<file path="src/rtl/midi_pkg.sv">
// Shared constants and parser state type for the MIDI gate controller.
package midi_pkg;
    localparam logic [3:0] NOTE_OFF  = 4'h8;
    localparam logic [3:0] NOTE_ON   = 4'h9;
    localparam logic [7:0] RT_THRESH = 8'hF8;

    typedef enum logic [1:0] {
        WAIT_STATUS = 2'd0,
        WAIT_D1     = 2'd1,
        WAIT_D2     = 2'd2
    } parse_state_t;
endpackage

</file>
<file path="src/rtl/note_stack.sv">
// Last-note-priority key stack: index 0 is the oldest entry, count-1 the top.
module note_stack #(
    parameter int DEPTH = 8
) (
    input  logic       clk,
    input  logic       rst_n,
    input  logic       push,
    input  logic       remove,
    input  logic [6:0] key,
    input  logic [6:0] vel,
    output logic [6:0] top_key,
    output logic [6:0] top_vel,
    output logic [4:0] count,
    output logic       empty
);
    logic [6:0] keys  [DEPTH];
    logic [6:0] vels  [DEPTH];
    logic [6:0] nkeys [DEPTH];
    logic [6:0] nvels [DEPTH];
    logic [4:0] ncount;
    logic [4:0] hit_idx;
    logic [4:0] rm_idx;
    logic       hit;
    logic       do_rm;

    always_comb begin
        nkeys   = keys;
        nvels   = vels;
        ncount  = count;
        hit     = 1'b0;
        hit_idx = '0;
        for (int unsigned i = 0; i < DEPTH; i++) begin
            if (i < 32'(count) && keys[i] == key) begin
                hit     = 1'b1;
                hit_idx = 5'(i);
            end
        end
        // A matching key is removed before re-push; a full stack without a match loses entry 0.
        do_rm  = ((push || remove) && hit) || (push && !hit && count == 5'(DEPTH));
        rm_idx = hit ? hit_idx : '0;
        if (do_rm) begin
            for (int unsigned i = 0; i < DEPTH - 1; i++) begin
                if (i >= 32'(rm_idx)) begin
                    nkeys[i] = keys[i + 1];
                    nvels[i] = vels[i + 1];
                end
            end
            ncount = count - 5'd1;
        end
        if (push) begin
            for (int unsigned i = 0; i < DEPTH; i++) begin
                if (i == 32'(ncount)) begin
                    nkeys[i] = key;
                    nvels[i] = vel;
                end
            end
            ncount = ncount + 5'd1;
        end
    end

    always_comb begin
        top_key = '0;
        top_vel = '0;
        for (int unsigned i = 0; i < DEPTH; i++) begin
            if (i + 1 == 32'(count)) begin
                top_key = keys[i];
                top_vel = vels[i];
            end
        end
        empty = (count == '0);
    end

    always_ff @(posedge clk or negedge rst_n) begin
        if (!rst_n) begin
            count <= '0;
            for (int unsigned i = 0; i < DEPTH; i++) begin
                keys[i] <= '0;
                vels[i] <= '0;
            end
        end else begin
            count <= ncount;
            keys  <= nkeys;
            vels  <= nvels;
        end
    end
endmodule

</file>
<file path="src/rtl/midi_gate_ctrl.sv">
// MIDI note-on/off parser for one channel driving GATE/note/velocity with a
// timed retrigger gap so the envelope restarts its attack on a new note.
module midi_gate_ctrl
    import midi_pkg::*;
#(
    parameter int CHANNEL      = 0,
    parameter int DEPTH        = 8,
    parameter int RETRIG_TICKS = 2
) (
    input  logic       clk,
    input  logic       rst_n,
    input  logic       ena,
    input  logic [7:0] midi_byte,
    input  logic       midi_valid,
    output logic       gate,
    output logic [6:0] note,
    output logic [6:0] velocity,
    output logic [4:0] note_count,
    output logic       retrig
);
    parse_state_t state;
    logic         run_on;
    logic [6:0]   key_l;
    logic         is_rt, is_status, is_data, ch_match;
    logic         complete, msg_on, msg_off;
    logic         on_evt;
    logic [7:0]   gap_cnt;
    logic [6:0]   st_key, st_vel;
    logic [4:0]   st_count;
    logic         st_empty;

    always_comb begin
        is_rt     = (midi_byte >= RT_THRESH);
        is_status = midi_byte[7] && !is_rt;
        is_data   = !midi_byte[7];
        ch_match  = (midi_byte[7:4] == NOTE_OFF || midi_byte[7:4] == NOTE_ON)
                    && (midi_byte[3:0] == 4'(CHANNEL));
        complete  = midi_valid && is_data && (state == WAIT_D2);
        msg_on    = complete && run_on && (midi_byte[6:0] != '0);
        msg_off   = complete && !(run_on && (midi_byte[6:0] != '0));
    end

    always_ff @(posedge clk or negedge rst_n) begin
        if (!rst_n) begin
            state  <= WAIT_STATUS;
            run_on <= 1'b0;
            key_l  <= '0;
        end else if (midi_valid) begin
            if (is_status) begin
                if (ch_match) begin
                    state  <= WAIT_D1;
                    run_on <= (midi_byte[7:4] == NOTE_ON);
                end else begin
                    state  <= WAIT_STATUS;
                    run_on <= 1'b0;
                end
            end else if (is_data) begin
                case (state)
                    WAIT_D1: begin
                        key_l <= midi_byte[6:0];
                        state <= WAIT_D2;
                    end
                    WAIT_D2: state <= WAIT_D1;
                    default: ;
                endcase
            end
        end
    end

    note_stack #(.DEPTH(DEPTH)) u_stack (
        .clk     (clk),
        .rst_n   (rst_n),
        .push    (msg_on),
        .remove  (msg_off),
        .key     (key_l),
        .vel     (midi_byte[6:0]),
        .top_key (st_key),
        .top_vel (st_vel),
        .count   (st_count),
        .empty   (st_empty)
    );

    always_ff @(posedge clk or negedge rst_n) begin
        if (!rst_n) begin
            on_evt     <= 1'b0;
            gate       <= 1'b0;
            note       <= '0;
            velocity   <= '0;
            note_count <= '0;
            retrig     <= 1'b0;
            gap_cnt    <= '0;
        end else begin
            on_evt     <= msg_on;
            retrig     <= 1'b0;
            note_count <= st_count;
            if (!st_empty) begin
                note     <= st_key;
                velocity <= st_vel;
            end
            // Reload takes priority over an ena decrement arriving in the same cycle.
            if (st_empty) begin
                gate    <= 1'b0;
                gap_cnt <= '0;
            end else if (on_evt && RETRIG_TICKS > 0 && (gate || gap_cnt != '0)) begin
                gate    <= 1'b0;
                retrig  <= 1'b1;
                gap_cnt <= 8'(RETRIG_TICKS);
            end else if (gap_cnt != '0) begin
                if (ena) begin
                    gap_cnt <= gap_cnt - 8'd1;
                    if (gap_cnt == 8'd1) gate <= 1'b1;
                end
            end else begin
                gate <= 1'b1;
            end
        end
    end
endmodule

</file>
<file path="config.mk">
export PLATFORM = sky130hd
export DESIGN_NAME = midi_gate_ctrl
export DESIGN_NICKNAME = d
export VERILOG_FILES = /design/src/rtl/midi_pkg.sv /design/src/rtl/note_stack.sv /design/src/rtl/midi_gate_ctrl.sv
export SDC_FILE = /design/constraint.sdc
export NUM_CORES = 1
export LEC_CHECK = 0
export ABC_AREA = 1
export BUFFER_PORTS_ARGS = -buffer_cell sky130_fd_sc_hd__clkbuf_2
export CORE_MARGIN = 2
export CORE_UTILIZATION = 30
export DETAILED_ROUTE_END_ITERATION = 10
export PLACE_DENSITY_LB_ADDON = 0.25
export SETUP_SLACK_MARGIN = 0.05
export SLEW_MARGIN = 5
export SYNTH_ARGS = -nofsm -noshare
export SYNTH_HDL_FRONTEND = slang
export SYNTH_SLANG_ARGS = --single-unit
</file>
<file path="constraint.sdc">
create_clock -name clk -period 3.2 [get_ports clk]
set_input_delay 0.64 -clock clk [delete_from_list [all_inputs] [get_ports clk]]
set_output_delay 0.64 -clock clk [all_outputs]
set_load 0.1 [all_outputs]
</file>
# [After elaboration in Yosys (flattened, before gate mapping)]
# Index checks and enable logic that the tools add are counted.
[op_classes] addsub=3 magnitude_cmp=16 eq_ne=32 muxes=84 bitwise=2 n_reduce_logical=42
[op_table] op="$mux W7" count=46
[op_table] op="$mux W56" count=2
[op_table] op="$mux W49" count=2
[op_table] op="$eq A7 B7 Y1" count=8
[op_table] op="$eq A3 B5 Y1 const A" count=8
[op_table] op="$mux W8" count=4
[op_table] op="$eq A2 B5 Y1 const A" count=4
[op_table] op="$logic_and A1 B1 Y1" count=20
[op_table] op="$lt A3 B5 Y1 const A" count=4
[op_table] op="$mux W1" count=18
[op_table] op="$ge A3 B5 Y1 const A" count=3
[op_table] op="$mux W3" count=5
[op_table] op="$eq A1 B5 Y1 const A" count=2
[op_table] op="$ge A1 B5 Y1 const A" count=2
[op_table] op="$ge A2 B5 Y1 const A" count=2
[op_table] op="$logic_not A5 Y1" count=2
[op_table] op="$lt A1 B5 Y1 const A" count=2
[op_table] op="$lt A2 B5 Y1 const A" count=2
[op_table] op="$mux W5" count=2
[op_table] op="$reduce_bool A3 Y1" count=3
[op_table] op="$eq A4 B4 Y1 const B" count=2
[op_table] op="$eq A8 B1 Y1 const B" count=1
[op_table] op="$ge A8 B8 Y1 const B" count=1
[op_table] op="$mux W2" count=4
[op_table] op="20 further kinds" count=30
[totals] reg_bits=157 output_inout_bits=21

# [Depth between registers and ports, before layout]
# Gate-level depths: netlist of run 1.
[depth] word_depth=18 ltp_mapped=21

# [Modules after synthesis]
# From an unflattened synthesis of run 1, not the netlist that was laid out.
[unflattened] cells_unflattened=1548 area_unflattened_um2=10664.0
[modules_own_cells] mod="note_stack" n_inst=1 cells_each=1328 area_per_inst_um2=8811.0 seq_area_each_um2=2927.8
[modules_own_cells] mod="midi_gate_ctrl" n_inst=1 cells_each=220 area_per_inst_um2=1853.0 seq_area_each_um2=1001.0

# [Worst setup path after synthesis of run 1]
# No wires, ideal clock.
[synth_path] path_type="input to register" from="input midi_byte[3]" to="register u_stack.vels[41] (netlist name)" setup_time_ps=117 arrival_ps=2400 slack_ps=683 path_stages=17 cell_sequence="buf_2 inv_2 nand4_1 nor3_2 nand2_1 nand3_1 inv_2 nand2_1 nand2_4 buf_6 nand2_2 nand3_4 nor2_4 nand3_2 buf_2 nand2_1 nand2_1"
[synth_lines] item="from (decl)" line_no="midi_gate_ctrl.sv:13" source="input logic [7:0] midi_byte,"
[synth_lines] item="to (signal assigned)" line_no="note_stack.sv:83" source="vels <= nvels;"
[synth_lines] item="to (decl)" line_no="note_stack.sv:17" source="logic [6:0] vels [DEPTH];"

==> summary.md, run 1 <==
| Metric | Value |
|---|---|
| Setup CP Type | reg2reg |
| Cts bufs inserted | 17 |
| Synth Area in Compound Gates | 11.5% |
| Post-synthesis xor/xnor area fraction | 3.08% |
| Initial core utilization | 30.5% |
| Pwr Total | 7430 uW |
| Buffers on Ports | 32 |
| Largest net degree at the start of global routing | 56 |
| Register bit total from synthesis | 157 |
| GRT Total Usage | 19.4% |
| Data arrival time of the worst path | 3250 ps |
| Hold Fails Final Rpt | 0 |
| Initial antenna violation count | 0 |
| Area of the mapped netlist | 10200 sq um |
| Combinational family with the most area after synthesis | simple AND/OR/NAND/NOR gates |
| Fmax | 342 MHz |
| Crit-path max FO | 14 |
| ANT cells | 0 |
| Min Clock Period, post-route | 2920 ps |
| Sequential element share of the synthesized area | 38.4% |
| Worst EP required | 3530 ps |
| Synthesis Warnings | 0 |
| DP HPWL | 24.3 mm |
| Site row count | 67 |
| Final Skew | 17.2 ps |
| WL/cell | 17.7 um |
| Slew Limit Fails | 0 |
| Die footprint | 35600 sq um |
| Total core area | 33600 sq um |
| Worst-path clk slew | 70 ps |
| First-pass GRT wire length | 53.9 mm |
| Critical Path End Type | flip-flop |
| Status | complete, no violations |
| Placer Congestion | 0.854 |
| # fillers | 3627 |
| Worst vdd ir | 311 uV |
| Simple-gate share of the synthesized area | 35.5% |
| Number of flops mapped to enable cells by yosys | 0 |
| Maximum buffer depth of the clock tree | 2 |
| Layout cells sized above 1 | 12.6% |
| Leakage | 0.00574 uW |
| Post-DRT Antenna Nets | 0 |
| Post-Synth Adder-Cell Area | 0.977% |
| Die Ht | 189 um |
| P&R area growth vs syn | 13.4% |
| Synth Net Count | 1473 |
| Root buffer cell | clkbuf_16 |
| Vias per std cell | 5.10 |
| Mux cell area share after synthesis | 0% |
| Residual DRC | 0 |
| Drt pass-1 iters | 5 |
| Number of global-route vias before repair | 9417 |
| Grt ovf | 0 |
| Clk_lat worst skew | 440 ps |
| Setup TNS | 0 ps |
| Primary FF master, synth | dfrtp_1 |
| Synth unique cells | 41 |
| Actual slew at the worst max-slew pin | 791 ps |
| Final Cycle Share | 91.4% |
| Synth async-reset ratio | 100% |
| CTS tree | done |
| Reg2reg path depth | 15 |
| H-tree depth | 4 |
| DR vias | 9856 |
| Total clock sinks | 157 |
| Iter 0 DRT Violations | 768 |
| HP Class | in2async |
| Setup violators final | 0 |
| Startpoint type of the worst setup path | flip-flop |
| Synth Area per Inst | 7.05 sq um |
| I/O pin cnt | 33 |
| Power per cell area | 640 nW/um^2 |
| Routed wire length | 34.1 mm |
| Max transition margin | 47.1% |
| Die width | 189 um |
| Post-Synthesis Cells | 1453 |
| Max-Cap Viols | 0 |
| Nets | 1494 |
| Unrepaired setup endpoints after global routing | no |
-- logic make-up (layout without fill, tap and decap cells) --
kind of cell / Yosys count / count (layout)
buffers and inverters: 224 / 257
xor gates and xnor gates: 36 / 36
adders and majority gates: 8 / 8
AOI/OAI and AO/OA: 212 / 212
DFF: 157 / 157
and+or+nand+nor: 816 / 816
-- cells in the mapped netlist, types with 2 or more instances --
cell type  count  area, sq um
a21oi_1       33          165
a31oi_1        3         18.8
buf_2         39          195
buf_4         18          135
buf_6         15          169
clkbuf_1      26         97.6
clkinv_1       2         7.51
dfrtp_1      157         3930
ha_1           8          100
inv_1        109          409
inv_2         12         45.0
inv_4          2         12.5
nand2_1      544         2040
nand2_2       13         81.3
nand2_4        3         33.8
nand3_1       72          360
nand3_2        9         90.1
nand4_1       99          619
nor2_1        55          206
nor2_4         7         78.8
nor2_8         2         40.0
nor3_1         5         25.0
nor4_1         2         12.5
o211ai_1       7         52.6
o21ai_0      141          706
o21ai_1        2         10.0
o221ai_1      14          123
o22ai_1        3         18.8
o31ai_1        5         37.5
xnor2_1       20          175
xor2_1        16          140
-- path summary, 6_finish.rpt --
kind / from / slack (ps) / to
max reg2reg: u_stack.count[1] / 280 / u_stack.keys[24]
max: u_stack.count[1] / 280 / u_stack.keys[24]
min in group clk: u_stack.vels[5] / 470 / u_stack.vels[5]
min: rst_n / 190 / note_count[1]
min reg2reg: u_stack.vels[5] / 470 / u_stack.vels[5]
max in group asynchronous: rst_n / 2200 / u_stack.count[1]
-- stage by stage --
step | area (sq um) | hold slack [ps] | std cells | setup slack [ps] | util, %
floorplan | 10200 | 344 | 1453 | 683 | -
global placement | 11000 | 459 | 1902 | 171 | 32.7
detailed placement | 11000 | 459 | 1902 | 119 | 32.7
CTS | 11600 | 206 | 1933 | 171 | 34.5
global route | 11600 | 222 | 1934 | 51.6 | 34.6
finish | 11600 | 186 | 1934 | 276 | 34.6
-- placed cells by master, fill, tap and decap left out, types with 3 or more instances in the layout --
cell,netlist,routed
a21oi_1,33,33
a31oi_1,3,3
buf_12,0,8
buf_4,18,61
bufinv_16,0,3
clkbuf_16,0,17
clkbuf_2,0,31
dfrtp_1,157,156
ha_1,8,8
inv_1,109,109
inv_2,12,12
inv_6,0,5
inv_8,0,4
nand2_1,544,544
nand2_2,13,12
nand2_4,3,4
nand3_1,72,72
nand3_2,9,8
nand4_1,99,99
nor2_1,55,55
nor2_4,7,7
nor3_1,5,5
o211ai_1,7,7
o21ai_0,141,141
o221ai_1,14,14
o22ai_1,3,3
o31ai_1,5,5
xnor2_1,20,20
xor2_1,16,16
-- power by group --
part           internal, uW  leakage [uW]  total [uW]  switching, uW
Sequential             2320       0.00198        2580            254
Combinational           817       0.00346        2630           1820
Clock                  1260      0.000299        2220            964
-- per-layer routing --
metal | GRT usage [%] | wire [um]
met4 | 4.42 | 534
met5 | 0 | 0
met2 | 32.2 | 16300
met3 | 3.02 | 1780
met1 | 26.6 | 15500
-- what timing repair did --
action,in CTS,in global routing
setup buffers,0,1
hold buffers,0,0
setup endpoints to repair,0,77
gates resized for setup,0,2
-- state kept, by name, summed over array words and instances, names as in the netlist --
register,count
u_stack.keys,56
u_stack.vels,56
gap_cnt,8
key_l,7
note,7
velocity,7
note_count,5
u_stack.count,5
state,2
gate,1
on_evt,1
retrig,1
run_on,1
-- critical path, stage by stage (launching register included) --
cell and delay (ps):
dfrtp_2 490, inv_1 190, ha_1 210, o21ai_1 120
nand3_1 100, nand2_1 100, nor2_1 190, nand2_2 110
nand2_4 100, nand2_4 100, nand2_1 120, nand2_4 110
nor2_8 290, nand3_2 360, nand2_1 160, nand2_1 60
-- final cells by class --
cell class	count	area, sq um	share of cell area [%]
tap	448	561	4.83
timing repair buffer	101	785	6.75
multi-input combinational	1072	5250	45.2
inverter	125	474	4.08
sequential	157	3930	33.8
clock inverter	14	194	1.67
clock buffer	17	425	3.66
No activity file was read; power rests on OpenSTA's default activity.
==> run 2: changes to the inputs <==
Settings changed: SYNTH_HIERARCHICAL set to 1.
==> summary.md, run 2 <==
| Metric | Value |
|---|---|
| Status | complete, no violations (unchanged) |
| Number of flops mapped to enable cells by yosys | 0 (unchanged) |
| Actual slew at the worst max-slew pin | 602 ps (was 791 ps) |
| I/O pin cnt | 33 (unchanged) |
| Register bit total from synthesis | 157 (unchanged) |
| Number of global-route vias before repair | 9689 (was 9417) |
| Min Clock Period, post-route | 2920 ps (about the same) |
| Die width | 193 um (was 189 um) |
| Cells along the critical path | inv_2 -> nand2_1 -> nor2_1 -> o21ai_0 -> buf_4 -> nand3_1 -> nand2_1 -> nor2_2 -> nand2_4 -> nand2_8 -> nand2_8 -> nand2_1 -> nand3_2 -> buf_4 -> nor2_4 -> buf_4 -> nand4_1 -> nand2_1 (was inv_1 -> ha_1 -> o21ai_1 -> nand3_1 -> nand2_1 -> nor2_1 -> nand2_2 -> nand2_4 -> nand2_4 -> nand2_1 -> nand2_4 -> nor2_8 -> nand3_2 -> nand2_1 -> nand2_1) |
| Buffers on Ports | 32 (unchanged) |
| H-tree depth | 4 (unchanged) |
| Root buffer cell | clkbuf_16 (unchanged) |
| Share of the synthesized area in the top cell type | 36.8% (was 38.4%) |
| # fillers | 3827 (was 3627) |
| Initial core utilization | 30.2% (was 30.5%) |
| Layout cells sized above 1 | 13.6% (was 12.6%) |
| Leakage | 0.00618 uW (was 0.00574 uW) |
| DP HPWL | 24.8 mm (was 24.3 mm) |
| Most common cell after layout, fill and taps aside | nand2_1 (unchanged) |
| Critical-path top delay cell | dfrtp_1 (was dfrtp_2) |
| Residual DRC | 0 (unchanged) |
| Cts bufs inserted | 17 (unchanged) |
| Worst-path clk slew | 60 ps (was 70 ps) |
| Site row count | 69 (was 67) |
| Nets | 1596 (was 1494) |
| Worst vdd ir | 533 uV (was 311 uV) |
| Largest net degree at the start of global routing | 60 (was 56) |
| CTS tree | done (unchanged) |
| CP dominant cell by count | nand2_1 (unchanged) |
| Unrepaired setup endpoints after global routing | no (unchanged) |
| First-pass GRT wire length | 55.6 mm (was 53.9 mm) |
| Max incr delay on CP | 420 ps (was 490 ps) |
| Post-DRT Antenna Nets | 0 (unchanged) |
| Worst EP required | 3580 ps (was 3530 ps) |
| Post-CTS setup buffer count | 0 (unchanged) |
| Setup violators final | 0 (unchanged) |
| WL/cell | 17.1 um (was 17.7 um) |
| Final Skew | 9.77 ps (was 17.2 ps) |
| Crit-path max FO | 14 (unchanged) |
| Total clock sinks | 157 (unchanged) |
| ANT cells | 0 (unchanged) |
| Maximum buffer depth of the clock tree | 2 (unchanged) |
| Synth Area per Inst | 6.89 sq um (was 7.05 sq um) |
| Commonest cells after routing, fill and taps aside | nand2_1, dfrtp_1, nand3_1 (was nand2_1, dfrtp_1, o21ai_0) |
| Vias per std cell | 5.01 (was 5.10) |
| Max transition margin | 59.8% (was 47.1%) |
| Drt pass-1 iters | 6 (was 5) |
| Data arrival time of the worst path | 3300 ps (was 3250 ps) |
| Largest regs | u_stack/keys (56), u_stack/vels (56), gap_cnt (8) (was u_stack.keys (56), u_stack.vels (56), gap_cnt (8)) |
| Most frequent cell after synthesis | nand2_1 (unchanged) |
| Startpoint type of the worst setup path | flip-flop (unchanged) |
| Sequential element share of the synthesized area | 36.8% (was 38.4%) |
| Setup CP Type | reg2reg (unchanged) |
| PostCTS Resize Cnt | 0 (unchanged) |
| Finished Layout Cells | 2050 (was 1934) |
| HP Class | in2async (unchanged) |
| Final Cycle Share | 91.4% (about the same) |
| Primary FF master, synth | dfrtp_1 (unchanged) |
| Total core area | 35300 sq um (was 33600 sq um) |
| P&R area growth vs syn | 14.0% (was 13.4%) |
| Fmax | 342 MHz (about the same) |
| Power per cell area | 710 nW/um^2 (was 640 nW/um^2) |
| Setup TNS | 0 ps (unchanged) |
| DR vias | 10300 (was 9856) |
| Placed Instances | 2018 (was 1902) |
| GRT Total Usage | 19.5% (was 19.4%) |
| Iter 0 DRT Violations | 715 (was 768) |
| Area leader, netlist | dfrtp_1 (unchanged) |
| Hold_buf cts | 0 (unchanged) |
| Post-Synthesis Cells | 1548 (was 1453) |
| Hold Fails Final Rpt | 0 (unchanged) |
| Die footprint | 37100 sq um (was 35600 sq um) |
| Top cells by area, synth | dfrtp_1, nand2_1, nand3_1 (was dfrtp_1, nand2_1, o21ai_0) |
| Critical Path End Type | flip-flop (unchanged) |
| Die Ht | 193 um (was 189 um) |
| Synth cell count leaders | nand2_1, dfrtp_1, nand3_1 (was nand2_1, dfrtp_1, o21ai_0) |
| Placer Congestion | 0.853 (was 0.854) |
| Synth unique cells | 45 (was 41) |
| Clk_lat worst skew | 440 ps (about the same) |
| Grt ovf | 0 (unchanged) |
| Initial antenna violation count | 0 (unchanged) |
| Routed wire length | 35.1 mm (was 34.1 mm) |
| Slew Limit Fails | 0 (unchanged) |
| Area of the mapped netlist | 10700 sq um (was 10200 sq um) |
| Synth Net Count | 1568 (was 1473) |
| Synth async-reset ratio | 100% (unchanged) |
| Max-Cap Viols | 0 (unchanged) |
| Synthesis Warnings | 6 (was 0) |
[run 2: worst max-delay path: cells and delay by family, from the launching register on]
family / cells / cell delay (ps)
DFF: 1 / 420
and+or+nand+nor: 13 / 1570
buffers and inverters: 4 / 690
AOI/OAI and AO/OA: 1 / 160
[run 2: layout make-up]
type	instances	area, sq um	share of cell area, %
inverter	103	387	3.18
tap	461	577	4.75
clock buffer	19	453	3.73
timing repair buffer	113	975	8.02
multi-input combinational	1184	5720	47.0
clock inverter	13	118	0.968
sequential	157	3930	32.3
[run 2: power by group]
part / internal [uW] / switching [uW] / total, uW
clock: 1110 / 913 / 2030
combinational: 1140 / 3030 / 4170
sequential: 2200 / 228 / 2430
total: 4450 / 4170 / 8620
[run 2: metrics by stage]
stage	worst slack [ps]	utilization [%]	hold WS, ps	total power [uW]	cell area, sq um
2_1_floorplan	243	-	344	5380	10700
3_3_place_gp	101	32.8	441	6610	11600
3_5_place_dp	68.0	32.8	438	6610	11600
4_1_cts	52.2	34.4	179	8660	12100
5_1_grt	55.9	34.4	202	9100	12200
6_report	275	34.4	164	8620	12200
[run 2: logic make-up after synthesis]
logic type	Yosys count	share of synthesized area (%)
fa+ha+maj	8	0.939
mux	3	0.387
buf+inv	207	9.80
xor+xnor	38	3.12
compound gates	110	5.81
flops	157	36.8
simple gates	1025	43.1
[run 2: layer usage]
metal  global-route usage [%]  up-vias  share of wire [%]
li1                         -     5034                  -
met1                     26.5     4926                 46
met5                        0        -                  0
met3                     2.60       55                4.0
met4                     6.93        0                2.6
met2                     31.9      259                 48
[run 2: worst paths after layout]
path	start	to	slack [ps]	cells past startpoint
setup / recovery	u_stack/count[3]	u_stack/keys[24]	280	18
hold / removal	rst_n	u_stack/vels[49]	160	1
setup reg to reg	u_stack/count[3]	u_stack/keys[24]	280	18
hold reg to reg	u_stack/count[3]	note_count[3]	460	0
max in group asynchronous	rst_n	u_stack/vels[3]	2250	2
min in group clk	u_stack/count[3]	note_count[3]	460	0
